### src/rtl/multicycle_controller_pkg.sv
// Types and encodings shared by the multi-cycle RV32I controller and its ALU decoder.
// The TRAP state exists only when CTRL_ILLEGAL_TRAP_EN is defined.
package multicycle_controller_pkg;

    localparam logic [6:0] OP_LW   = 7'b0000011;
    localparam logic [6:0] OP_SW   = 7'b0100011;
    localparam logic [6:0] OP_R    = 7'b0110011;
    localparam logic [6:0] OP_I    = 7'b0010011;
    localparam logic [6:0] OP_JAL  = 7'b1101111;
    localparam logic [6:0] OP_BEQ  = 7'b1100011;

    localparam logic [1:0] SRCA_PC    = 2'b00;
    localparam logic [1:0] SRCA_OLDPC = 2'b01;
    localparam logic [1:0] SRCA_RD1   = 2'b10;

    localparam logic [1:0] SRCB_RD2  = 2'b00;
    localparam logic [1:0] SRCB_IMM  = 2'b01;
    localparam logic [1:0] SRCB_FOUR = 2'b10;

    localparam logic [1:0] RES_ALUOUT = 2'b00;
    localparam logic [1:0] RES_DATA   = 2'b01;
    localparam logic [1:0] RES_ALURES = 2'b10;

    localparam logic [1:0] IMM_I = 2'b00;
    localparam logic [1:0] IMM_S = 2'b01;
    localparam logic [1:0] IMM_B = 2'b10;
    localparam logic [1:0] IMM_J = 2'b11;

    localparam logic [1:0] ALUOP_ADD   = 2'b00;
    localparam logic [1:0] ALUOP_SUB   = 2'b01;
    localparam logic [1:0] ALUOP_FUNCT = 2'b10;

    localparam logic [2:0] ALU_ADD = 3'b000;
    localparam logic [2:0] ALU_SUB = 3'b001;
    localparam logic [2:0] ALU_AND = 3'b010;
    localparam logic [2:0] ALU_OR  = 3'b011;
    localparam logic [2:0] ALU_SLT = 3'b101;

    typedef enum logic [3:0] {
        FETCH, DECODE, MEMADR, MEMREAD, MEMWB, MEMWRITE,
        EXECUTER, EXECUTEI, ALUWB, JAL, BEQ
`ifdef CTRL_ILLEGAL_TRAP_EN
        , TRAP
`endif
    } mc_state_e;

    typedef struct packed {
        logic       pc_write;
        logic       adr_src;
        logic       mem_write;
        logic       ir_write;
        logic       reg_write;
        logic [1:0] result_src;
        logic [1:0] alu_src_a;
        logic [1:0] alu_src_b;
        logic [1:0] imm_src;
        logic [2:0] alu_control;
    } mc_control_signals_t;

    function automatic logic [1:0] imm_src_of(input logic [6:0] op);
        case (op)
            OP_SW:   return IMM_S;
            OP_BEQ:  return IMM_B;
            OP_JAL:  return IMM_J;
            default: return IMM_I;
        endcase
    endfunction

endpackage

### src/rtl/multicycle_controller_if.sv
// Instruction fields, memory handshake and control bundle between controller and datapath.
interface multicycle_controller_if;
    import multicycle_controller_pkg::*;

    logic [6:0]          op;
    logic [2:0]          funct3;
    logic [6:0]          funct7;
    logic                zero;
    logic                mem_ready;
    logic                mem_req;
    mc_control_signals_t ctrl;
    logic                instr_done;
    logic                bus_err;
    logic                trap;

    modport master (
        input  op, funct3, funct7, zero, mem_ready,
        output mem_req, ctrl, instr_done, bus_err, trap
    );

    modport slave (
        output op, funct3, funct7, zero, mem_ready,
        input  mem_req, ctrl, instr_done, bus_err, trap
    );

endinterface

### src/rtl/multicycle_controller_alu_decoder.sv
// ALU decoder: maps ALUOp plus funct fields to the ALU operation select.
module multicycle_controller_alu_decoder
    import multicycle_controller_pkg::*;
(
    input  logic       op_b5_i,
    input  logic [2:0] funct3_i,
    input  logic       funct7_b5_i,
    input  logic [1:0] alu_op_i,
    output logic [2:0] alu_control_o
);

    always_comb begin
        alu_control_o = ALU_ADD;
        case (alu_op_i)
            ALUOP_ADD: alu_control_o = ALU_ADD;
            ALUOP_SUB: alu_control_o = ALU_SUB;
            default: begin
                case (funct3_i)
                    3'b000:  alu_control_o = (op_b5_i & funct7_b5_i) ? ALU_SUB : ALU_ADD;
                    3'b010:  alu_control_o = ALU_SLT;
                    3'b110:  alu_control_o = ALU_OR;
                    3'b111:  alu_control_o = ALU_AND;
                    default: alu_control_o = ALU_ADD;
                endcase
            end
        endcase
    end

endmodule

### src/rtl/multicycle_controller.sv
// Multi-cycle RV32I control FSM with req/ready memory handshake and bus timeout.
// Define CTRL_ILLEGAL_TRAP_EN to trap on illegal opcodes instead of treating them as NOPs.
module multicycle_controller
    import multicycle_controller_pkg::*;
#(
    parameter int unsigned TIMEOUT = 16
) (
    input  logic                   clk,
    input  logic                   rst,
    multicycle_controller_if.master bus
);

    localparam int CW = (TIMEOUT == 0) ? 1 : $clog2(TIMEOUT + 1);
    localparam logic [CW-1:0] TO_VAL = CW'(TIMEOUT);

    mc_state_e           state_q, state_d;
    logic [CW-1:0]       wait_cnt_q, wait_cnt_d;
    mc_control_signals_t ctrl_raw, ctrl_out;
    logic                mem_req_raw, done_raw, branch, pc_update, timeout;
    logic [1:0]          alu_op;
    logic [2:0]          alu_control;
    logic                unused_funct7;

    assign unused_funct7 = ^{bus.funct7[6], bus.funct7[4:0]};

    // A stalled access aborts once it has waited TIMEOUT cycles; a ready in that cycle wins.
    assign timeout = (TIMEOUT != 0) && mem_req_raw && !bus.mem_ready && (wait_cnt_q == TO_VAL);

    always_comb begin
        state_d     = state_q;
        ctrl_raw    = '0;
        mem_req_raw = 1'b0;
        done_raw    = 1'b0;
        branch      = 1'b0;
        pc_update   = 1'b0;
        ctrl_raw.imm_src = imm_src_of(bus.op);
        case (state_q)
            FETCH: begin
                mem_req_raw         = 1'b1;
                ctrl_raw.alu_src_b  = SRCB_FOUR;
                ctrl_raw.result_src = RES_ALURES;
                if (bus.mem_ready) begin
                    ctrl_raw.ir_write = 1'b1;
                    pc_update         = 1'b1;
                    state_d           = DECODE;
                end
            end
            DECODE: begin
                ctrl_raw.alu_src_a = SRCA_OLDPC;
                ctrl_raw.alu_src_b = SRCB_IMM;
                case (bus.op)
                    OP_LW, OP_SW: state_d = MEMADR;
                    OP_R:         state_d = EXECUTER;
                    OP_I:         state_d = EXECUTEI;
                    OP_JAL:       state_d = JAL;
                    OP_BEQ:       state_d = BEQ;
                    default: begin
`ifdef CTRL_ILLEGAL_TRAP_EN
                        state_d = TRAP;
`else
                        state_d  = FETCH;
                        done_raw = 1'b1;
`endif
                    end
                endcase
            end
            MEMADR: begin
                ctrl_raw.alu_src_a = SRCA_RD1;
                ctrl_raw.alu_src_b = SRCB_IMM;
                state_d = (bus.op == OP_LW) ? MEMREAD : MEMWRITE;
            end
            MEMREAD: begin
                mem_req_raw         = 1'b1;
                ctrl_raw.adr_src    = 1'b1;
                ctrl_raw.result_src = RES_ALUOUT;
                if (bus.mem_ready) state_d = MEMWB;
            end
            MEMWB: begin
                ctrl_raw.result_src = RES_DATA;
                ctrl_raw.reg_write  = 1'b1;
                done_raw            = 1'b1;
                state_d             = FETCH;
            end
            MEMWRITE: begin
                mem_req_raw        = 1'b1;
                ctrl_raw.adr_src   = 1'b1;
                ctrl_raw.mem_write = 1'b1;
                if (bus.mem_ready) begin
                    done_raw = 1'b1;
                    state_d  = FETCH;
                end
            end
            EXECUTER: begin
                ctrl_raw.alu_src_a = SRCA_RD1;
                ctrl_raw.alu_src_b = SRCB_RD2;
                state_d            = ALUWB;
            end
            EXECUTEI: begin
                ctrl_raw.alu_src_a = SRCA_RD1;
                ctrl_raw.alu_src_b = SRCB_IMM;
                state_d            = ALUWB;
            end
            ALUWB: begin
                ctrl_raw.result_src = RES_ALUOUT;
                ctrl_raw.reg_write  = 1'b1;
                done_raw            = 1'b1;
                state_d             = FETCH;
            end
            JAL: begin
                ctrl_raw.alu_src_a  = SRCA_OLDPC;
                ctrl_raw.alu_src_b  = SRCB_FOUR;
                ctrl_raw.result_src = RES_ALUOUT;
                pc_update           = 1'b1;
                state_d             = ALUWB;
            end
            BEQ: begin
                ctrl_raw.alu_src_a  = SRCA_RD1;
                ctrl_raw.alu_src_b  = SRCB_RD2;
                ctrl_raw.result_src = RES_ALUOUT;
                branch              = 1'b1;
                done_raw            = 1'b1;
                state_d             = FETCH;
            end
`ifdef CTRL_ILLEGAL_TRAP_EN
            TRAP: state_d = TRAP;
`endif
            default: state_d = FETCH;
        endcase
        if (timeout) begin
            state_d            = FETCH;
            ctrl_raw.ir_write  = 1'b0;
            ctrl_raw.reg_write = 1'b0;
            pc_update          = 1'b0;
            done_raw           = 1'b0;
        end
    end

    always_comb begin
        case (state_q)
            EXECUTER, EXECUTEI: alu_op = ALUOP_FUNCT;
            BEQ:                alu_op = ALUOP_SUB;
            default:            alu_op = ALUOP_ADD;
        endcase
    end

    multicycle_controller_alu_decoder u_alu_dec (
        .op_b5_i       (bus.op[5]),
        .funct3_i      (bus.funct3),
        .funct7_b5_i   (bus.funct7[5]),
        .alu_op_i      (alu_op),
        .alu_control_o (alu_control)
    );

    always_comb begin
        if (bus.mem_ready || timeout || (state_d != state_q)) begin
            wait_cnt_d = '0;
        end else if (mem_req_raw) begin
            wait_cnt_d = wait_cnt_q + CW'(1);
        end else begin
            wait_cnt_d = wait_cnt_q;
        end
    end

    always_ff @(posedge clk) begin
        if (rst) begin
            state_q    <= FETCH;
            wait_cnt_q <= '0;
        end else begin
            state_q    <= state_d;
            wait_cnt_q <= wait_cnt_d;
        end
    end

    // Reset gates every output combinationally so an in-flight access drops immediately.
    always_comb begin
        ctrl_out             = ctrl_raw;
        ctrl_out.alu_control = alu_control;
        ctrl_out.pc_write    = (branch & bus.zero) | pc_update;
        if (rst) ctrl_out = '0;
    end

    assign bus.ctrl       = ctrl_out;
    assign bus.mem_req    = mem_req_raw & ~rst;
    assign bus.instr_done = done_raw & ~rst;
    assign bus.bus_err    = timeout & ~rst;
`ifdef CTRL_ILLEGAL_TRAP_EN
    assign bus.trap       = (state_q == TRAP) & ~rst;
`else
    assign bus.trap       = 1'b0;
`endif

endmodule
### src/flat_wrapper.sv
// flat-port wrapper written by rule: the top's interface ports become plain ports
module multicycle_controller_flat import multicycle_controller_pkg::*;
#(
    parameter int unsigned TIMEOUT = 16
)
  (clk, rst, bus_op, bus_funct3, bus_funct7, bus_zero, bus_mem_ready, bus_mem_req, bus_ctrl, bus_instr_done, bus_bus_err, bus_trap);
  multicycle_controller_if bus_i ();
  input  logic clk;
  input  logic rst;
  input wire logic [$bits(bus_i.op)-1:0] bus_op;
  input wire logic [$bits(bus_i.funct3)-1:0] bus_funct3;
  input wire logic [$bits(bus_i.funct7)-1:0] bus_funct7;
  input wire logic [$bits(bus_i.zero)-1:0] bus_zero;
  input wire logic [$bits(bus_i.mem_ready)-1:0] bus_mem_ready;
  output wire logic [$bits(bus_i.mem_req)-1:0] bus_mem_req;
  output wire logic [$bits(bus_i.ctrl)-1:0] bus_ctrl;
  output wire logic [$bits(bus_i.instr_done)-1:0] bus_instr_done;
  output wire logic [$bits(bus_i.bus_err)-1:0] bus_bus_err;
  output wire logic [$bits(bus_i.trap)-1:0] bus_trap;
  assign bus_i.op = bus_op;
  assign bus_i.funct3 = bus_funct3;
  assign bus_i.funct7 = bus_funct7;
  assign bus_i.zero = bus_zero;
  assign bus_i.mem_ready = bus_mem_ready;
  assign bus_mem_req = bus_i.mem_req;
  assign bus_ctrl = bus_i.ctrl;
  assign bus_instr_done = bus_i.instr_done;
  assign bus_bus_err = bus_i.bus_err;
  assign bus_trap = bus_i.trap;
  multicycle_controller #(.TIMEOUT(TIMEOUT)) u_core (.clk(clk), .rst(rst), .bus(bus_i));
endmodule
### config.mk
export PLATFORM = sky130hd
export DESIGN_NAME = multicycle_controller_flat
export DESIGN_NICKNAME = d
export VERILOG_FILES = /design/src/rtl/multicycle_controller_pkg.sv /design/src/rtl/multicycle_controller_if.sv /design/src/rtl/multicycle_controller_alu_decoder.sv /design/src/rtl/multicycle_controller.sv /design/src/flat_wrapper.sv
export SDC_FILE = /design/constraint.sdc
export NUM_CORES = 1
export LEC_CHECK = 0
export ABC_AREA = 1
export BUFFER_PORTS_ARGS = -buffer_cell sky130_fd_sc_hd__buf_4
export CAP_MARGIN = 20
export CELL_PAD_IN_SITES_DETAIL_PLACEMENT = 1
export CELL_PAD_IN_SITES_GLOBAL_PLACEMENT = 1
export CORE_ASPECT_RATIO = 1.1
export CORE_MARGIN = 8
export CORE_UTILIZATION = 29
export CTS_BUF_LIST = sky130_fd_sc_hd__clkbuf_4
export DETAILED_ROUTE_END_ITERATION = 12
export PLACE_DENSITY = 0.74
export SYNTH_ARGS = -nofsm -noshare
export SYNTH_HDL_FRONTEND = slang
export SYNTH_SLANG_ARGS = --single-unit
export TNS_END_PERCENT = 10
### constraint.sdc
create_clock -name clk -period 1.3 [get_ports clk]
set_input_delay 0.195 -clock clk [delete_from_list [all_inputs] [get_ports clk]]
set_output_delay 0.195 -clock clk [all_outputs]
set_load 0.03 [all_outputs]
==> impl_metrics.json, run 1 <==
{
  "finalSetupViolCount": 27,
  "wire_per_inst_um": 17.0,
  "total_power_uw": 873,
  "syn_inst": 167,
  "synth_ff_type": "dfxtp_1",
  "antenna_cells": 0,
  "die_h_um": 77,
  "async_reset_ff_frac": 0,
  "path_clk_slew_ps": 60,
  "maxCapViolCount": 0,
  "p_switching_uw": 307,
  "grt_pass1_vias": 1476,
  "crit_type": "reg -> out",
  "ctsHoldBuffers": 0,
  "p_leak_uw": 0.000925,
  "drtPass1Iterations": 4,
  "syn_area_um2": 981,
  "violations": "setup timing",
  "drv_slew": 0,
  "ios": 41,
  "period_share": 1.34,
  "min-delay-start": "rst",
  "root_buffer": "clkbuf_4",
  "start_util": 0.299,
  "synth_edf_count": 0,
  "end_kind": "output pin",
  "track_usage": 0.150,
  "powerDensity_nw_per_um2": 431,
  "peakVddDrop_v": 0.000567,
  "hold_class": "in -> reg",
  "dpl.hpwl_um": 3210,
  "arrival_ps": 1550,
  "gp_congestion": 0.859,
  "synthDistinctLibCells": 29,
  "switching_share": 0.352,
  "cp.required_ps": 1110,
  "synth-compound-area-share": 0.102,
  "reg2reg_from": "u_core.state_q[2]$_SDFF_PP0_",
  "setup_tns_ps": -8150,
  "synth_area_per_cell_um2": 5.87,
  "synth_nets": 190,
  "startpoint": "u_core.state_q[1]$_SDFF_PP0_",
  "core_area_um2": 3280,
  "synth_top_family_by_area": "simple AND/OR/NAND/NOR gates",
  "die_w_um": 71.5,
  "clockBufferDepth": 2,
  "synthSimpleGateAreaFrac": 0.511,
  "avgViaCountPerCell": 4.97,
  "area_delta_synth_final_pct": 107,
  "fin_cells": 286,
  "multi_input_area_um2": 911,
  "use_met3": 0.0169,
  "regArea_um2": 195,
  "busiest_layer": "met2",
  "grt_setup_unrepaired": "yes",
  "drtIter0Drc": 39,
  "layout_setup_ws_ps": -446,
  "grt_pass1_wl_um": 6980,
  "remaining_drc_errors": 0,
  "rows": 22,
  "cts_buffers": 3,
  "grt_overflow": 0,
  "nNetsFinal": 274,
  "fmax_ghz": 0.573,
  "yosys_warnings": 0,
  "crit_path_start_kind": "flip-flop",
  "power_frac_clock": 0.286,
  "h-tree-depth": 1,
  "pre_cts_slack_ps": -367,
  "cts_tree": "done",
  "synthXorXnorAreaFrac": 0.0357,
  "final_hold_viol_count": 0,
  "ys_seq_area_frac": 0.184,
  "skew_ps": 0.997,
  "num_vias": 1421,
  "p_int_uw": 566,
  "port_buffers": 33,
  "clock_latency_ps": 270,
  "place_inst": 268,
  "grt_use_met1": 0.173,
  "grt_max_degree": 25,
  "die_area_um2": 5500,
  "wirelength_um": 4850,
  "cts_sinks": 9,
  "drive_gt1_frac": 0.644,
  "fillCellCount": 397,
  "synthAdderAreaFrac": 0.0255,
  "ant_nets": 0,
  "synthMuxAreaShare": 0,
  "use_met2": 0.280,
  "comb_power_share": 0.389,
  "crit_fanout": 4,
  "seqPwrFrac": 0.325,
  "fin_crit_ps": 1750,
  "antenna_found_initial": 0,
  "status": "complete, but fails checks",
  "synth_seq_cells": 9
}
power by group through the flow:
stage / logic [µW] / registers, µW / clock network, µW
3_3_place_gp: 266 / 289 / 0
2_1_floorplan: 141 / 289 / 0
4_1_cts: 296 / 282 / 246
6_report: 340 / 284 / 249
5_1_grt: 362 / 283 / 268
3_5_place_dp: 276 / 290 / 0
layout by cell type (no fill, tap or decap), drive strengths merged:
master,Yosys,final
nand3,15,15
nor4,2,2
o22ai,1,1
a21oi,10,10
a31oi,2,2
inv,32,32
ha,2,2
nor2,32,32
o21bai,1,1
nand4,1,1
clkbuf,2,4
o221ai,1,1
or2,1,1
buf,1,82
nor3,7,7
dfxtp,9,9
nand2,40,40
o21ai,3,3
conb,1,1
xor2,4,4
cells in the mapped netlist (3+ instances only):
cell | instances | area share
a21oi_1 | 10 | 0.051
dfxtp_1 | 9 | 0.18
inv_1 | 28 | 0.11
inv_2 | 4 | 0.015
nand2_1 | 34 | 0.13
nand2_2 | 4 | 0.026
nand3_1 | 12 | 0.061
nor2_1 | 25 | 0.096
nor2_2 | 4 | 0.026
nor2_4 | 3 | 0.034
nor3_1 | 5 | 0.026
o21ai_0 | 3 | 0.015
xor2_1 | 4 | 0.036
area by class of cell:
cell class | instances | area share
tap | 36 | 0.0222
clock buffer | 4 | 0.0148
timing repair buffer | 82 | 0.353
inverter | 32 | 0.0642
sequential | 9 | 0.0964
multi-input combinational | 123 | 0.450
stage by stage:
| stage | utilization | hold slack [ps] | area, µm² |
|---|---|---|---|
| 2_1_floorplan | - | 429 | 1060 |
| 6_report | 0.618 | 364 | 2030 |
| 5_1_grt | 0.618 | 382 | 2030 |
| 3_3_place_gp | 0.487 | 523 | 1600 |
| 3_5_place_dp | 0.487 | 535 | 1600 |
| 4_1_cts | 0.546 | 331 | 1790 |
critical path: stages (launching register included):
cell     delay (ps)
dfxtp_2         360
nor2_2          270
inv_1           140
a21oi_2         160
nor3_2           60
a21oi_2         140
buf_6           150
per-layer routing:
layer / routed length (µm) / vias up
met2: 2600 / 32
met1: 2070 / 697
met4: 67 / 0
li1: - / 685
met5: 0 / -
met3: 104 / 7
cell families (layout without fill, tap and decap cells):
group                      count (synthesis)  after routing
DFF                                        9              9
buffers and inverters                     35            118
AOI/OAI and AO/OA                         18             18
other                                      1              1
adders and majority gates                  2              2
xor gates and xnor gates                   4              4
and+or+nand+nor                           98             98
sequential cells by signal (all words and copies together), names as in the netlist:
name and flops:
u_core.state_q 4, u_core.wait_cnt_q 5
final timing paths:
path,cells after the start,endpoint,slack (ps)
worst max-delay path,6,bus_instr_done,-450
worst min-delay path,2,u_core.state_q[0]$_SDFF_PP0_,360
worst max register to register,11,u_core.wait_cnt_q[4]$_SDFFE_PP0N_,-410
worst min register to register,3,u_core.wait_cnt_q[4]$_SDFFE_PP0N_,620
what timing repair did:
action,4_1_cts,5_1_grt
gates resized for setup,31,50
setup endpoints to repair,27,27
setup buffers,7,7
pin swaps,6,12
Note: power is estimated with default switching activity, not from simulation.
==> run 2, diff against run 1 <==
--- a/config.mk
+++ b/config.mk
@@ -19,4 +19,4 @@
 export SYNTH_ARGS = -nofsm -noshare
 export SYNTH_HDL_FRONTEND = slang
 export SYNTH_SLANG_ARGS = --single-unit
-export TNS_END_PERCENT = 10
+export TNS_END_PERCENT = 5
==> run 2 against run 1 <==
  * The flow still finishes with violations (setup timing)
  * Sequential power is essentially flat
  * Clock-buffer cell count stayed put
  * Core utilization decreased by 3.8 points
  * Register-to-register slack improved by 40 ps
  * Cell area down 6.1%
  * Critical path depth fell by 1
  * Routed wire length fell by 5.0%
  * Non-clock buffer count fell by 5
  * Flip-flop and latch count stayed put
  * Largest cell class unchanged
  * Highest routed layer unchanged
==> impl_metrics.json, run 2 (synthesized netlist as in run 1, its figures left out) <==
{
  "status": "complete, but fails checks",
  "violations": "setup timing",
  "avgViaCountPerCell": 4.91,
  "reg2reg_from": "u_core.state_q[3]$_SDFF_PP0_",
  "seqPwrFrac": 0.332,
  "num_vias": 1381,
  "ant_nets": 0,
  "hold_class": "in -> reg",
  "grt_pass1_vias": 1474,
  "maxCapViolCount": 0,
  "skew_ps": 9.04,
  "setup_tns_ps": -8000,
  "finalSetupViolCount": 26,
  "antenna_cells": 0,
  "path_clk_slew_ps": 60,
  "drtIter0Drc": 35,
  "root_buffer": "clkbuf_4",
  "grt_overflow": 0,
  "remaining_drc_errors": 0,
  "port_buffers": 33,
  "grt_use_met1": 0.156,
  "rows": 22,
  "grt_setup_unrepaired": "yes",
  "top_register": "u_core.wait_cnt_q",
  "h-tree-depth": 1,
  "antenna_found_initial": 0,
  "track_usage": 0.151,
  "fin_crit_ps": 1760,
  "die_w_um": 71.5,
  "peakVddDrop_v": 0.000571,
  "biggestRegsByFlops": "u_core.wait_cnt_q x5, u_core.state_q x4",
  "crit_path_start_kind": "flip-flop",
  "cts_buffers": 3,
  "clockBufferDepth": 2,
  "arrival_ps": 1560,
  "area_delta_synth_final_pct": 93.9,
  "wirelength_um": 4610,
  "p_int_uw": 559,
  "fmax_ghz": 0.569,
  "use_met2": 0.301,
  "drtPass1Iterations": 4,
  "switching_share": 0.343,
  "drv_slew": 0,
  "total_power_uw": 851,
  "period_share": 1.35,
  "core_area_um2": 3280,
  "use_met3": 0.0195,
  "end_kind": "output pin",
  "die_h_um": 77,
  "ios": 41,
  "layout_setup_ws_ps": -456,
  "power_frac_clock": 0.284,
  "wire_per_inst_um": 16.4,
  "start_util": 0.299,
  "min-delay-start": "rst",
  "drive_gt1_frac": 0.612,
  "grt_max_degree": 25,
  "cts_tree": "done",
  "powerDensity_nw_per_um2": 448,
  "nNetsFinal": 269,
  "dpl.hpwl_um": 3400,
  "p_switching_uw": 292,
  "crit_type": "reg -> out",
  "comb_power_share": 0.384,
  "p_leak_uw": 0.000895,
  "fillCellCount": 414,
  "startpoint": "u_core.state_q[3]$_SDFF_PP0_",
  "mostFrequentLayoutCell": "buf_4",
  "cp.required_ps": 1110,
  "grt_pass1_wl_um": 6860,
  "final_hold_viol_count": 0,
  "clock_latency_ps": 270,
  "final_cell_mix": "buf_4, nand2_1, inv_1",
  "gp_congestion": 0.858,
  "largest_reg_flops": 5,
  "die_area_um2": 5500,
  "busiest_layer": "met2",
  "cts_sinks": 9,
  "crit_fanout": 7
}
==> run 2: cell count changes in the layout (fill, tap and decap cells not counted), sizes merged <==
cell and delta:
buf -5
==> run 2: area by class of cell <==
class,count,area (µm²),share of cell area
multi-input cells,123,873,0.459
repair buffers,77,631,0.332
flip-flops and latches,9,193,0.101
inverters,32,130,0.0684
well taps,36,45.0,0.0237
clock buffers,4,30.0,0.0158
==> run 2: through the flow <==
step	utilization	worst slack, ps	instance area (µm²)	hold slack, ps	std cells
after floorplan	-	-147	1060	429	167
after global placement	0.487	-171	1600	535	268
after detailed placement	0.487	-252	1600	545	268
after CTS	0.537	-439	1760	333	277
after global routing	0.581	-504	1900	346	281
final	0.581	-456	1900	350	281
==> run 2: timing repair <==
action	CTS	global route
pin swaps	5	9
hold buffers	0	0
gates cloned	0	0
gates resized for setup	31	30
setup endpoints to repair	28	28
setup buffers	5	4
==> run 2: routing by layer <==
layer | share of wire | vias to the layer above
li1 | - | 679
met1 | 0.38 | 656
met2 | 0.56 | 35
met3 | 0.034 | 11
met4 | 0.025 | 0
met5 | 0 | -
==> run 2: power groups by stage <==
stage,sequential (µW),combinational [µW],clock [µW]
2_1_floorplan,289,141,0
3_3_place_gp,289,267,0
3_5_place_dp,289,281,0
4_1_cts,283,301,242
5_1_grt,283,348,265
6_report,283,326,242
==> run 2: path summary, 6_finish.rpt <==
| path | endpoint | slack [ps] | cells after the start |
|---|---|---|---|
| min reg2reg | u_core.wait_cnt_q[4]$_SDFFE_PP0N_ | 590 | 3 |
| max | bus_mem_req | -460 | 5 |
| min | u_core.state_q[0]$_SDFF_PP0_ | 350 | 2 |
| max reg2reg | u_core.wait_cnt_q[2]$_SDFFE_PP0N_ | -370 | 10 |
==> run 2: worst max-delay path, cell delays in order (launching register included) <==
cell and delay (ps):
dfxtp_4 380, nor2_4 230, nand2_2 120, buf_6 160, a31oi_2 240, buf_6 170
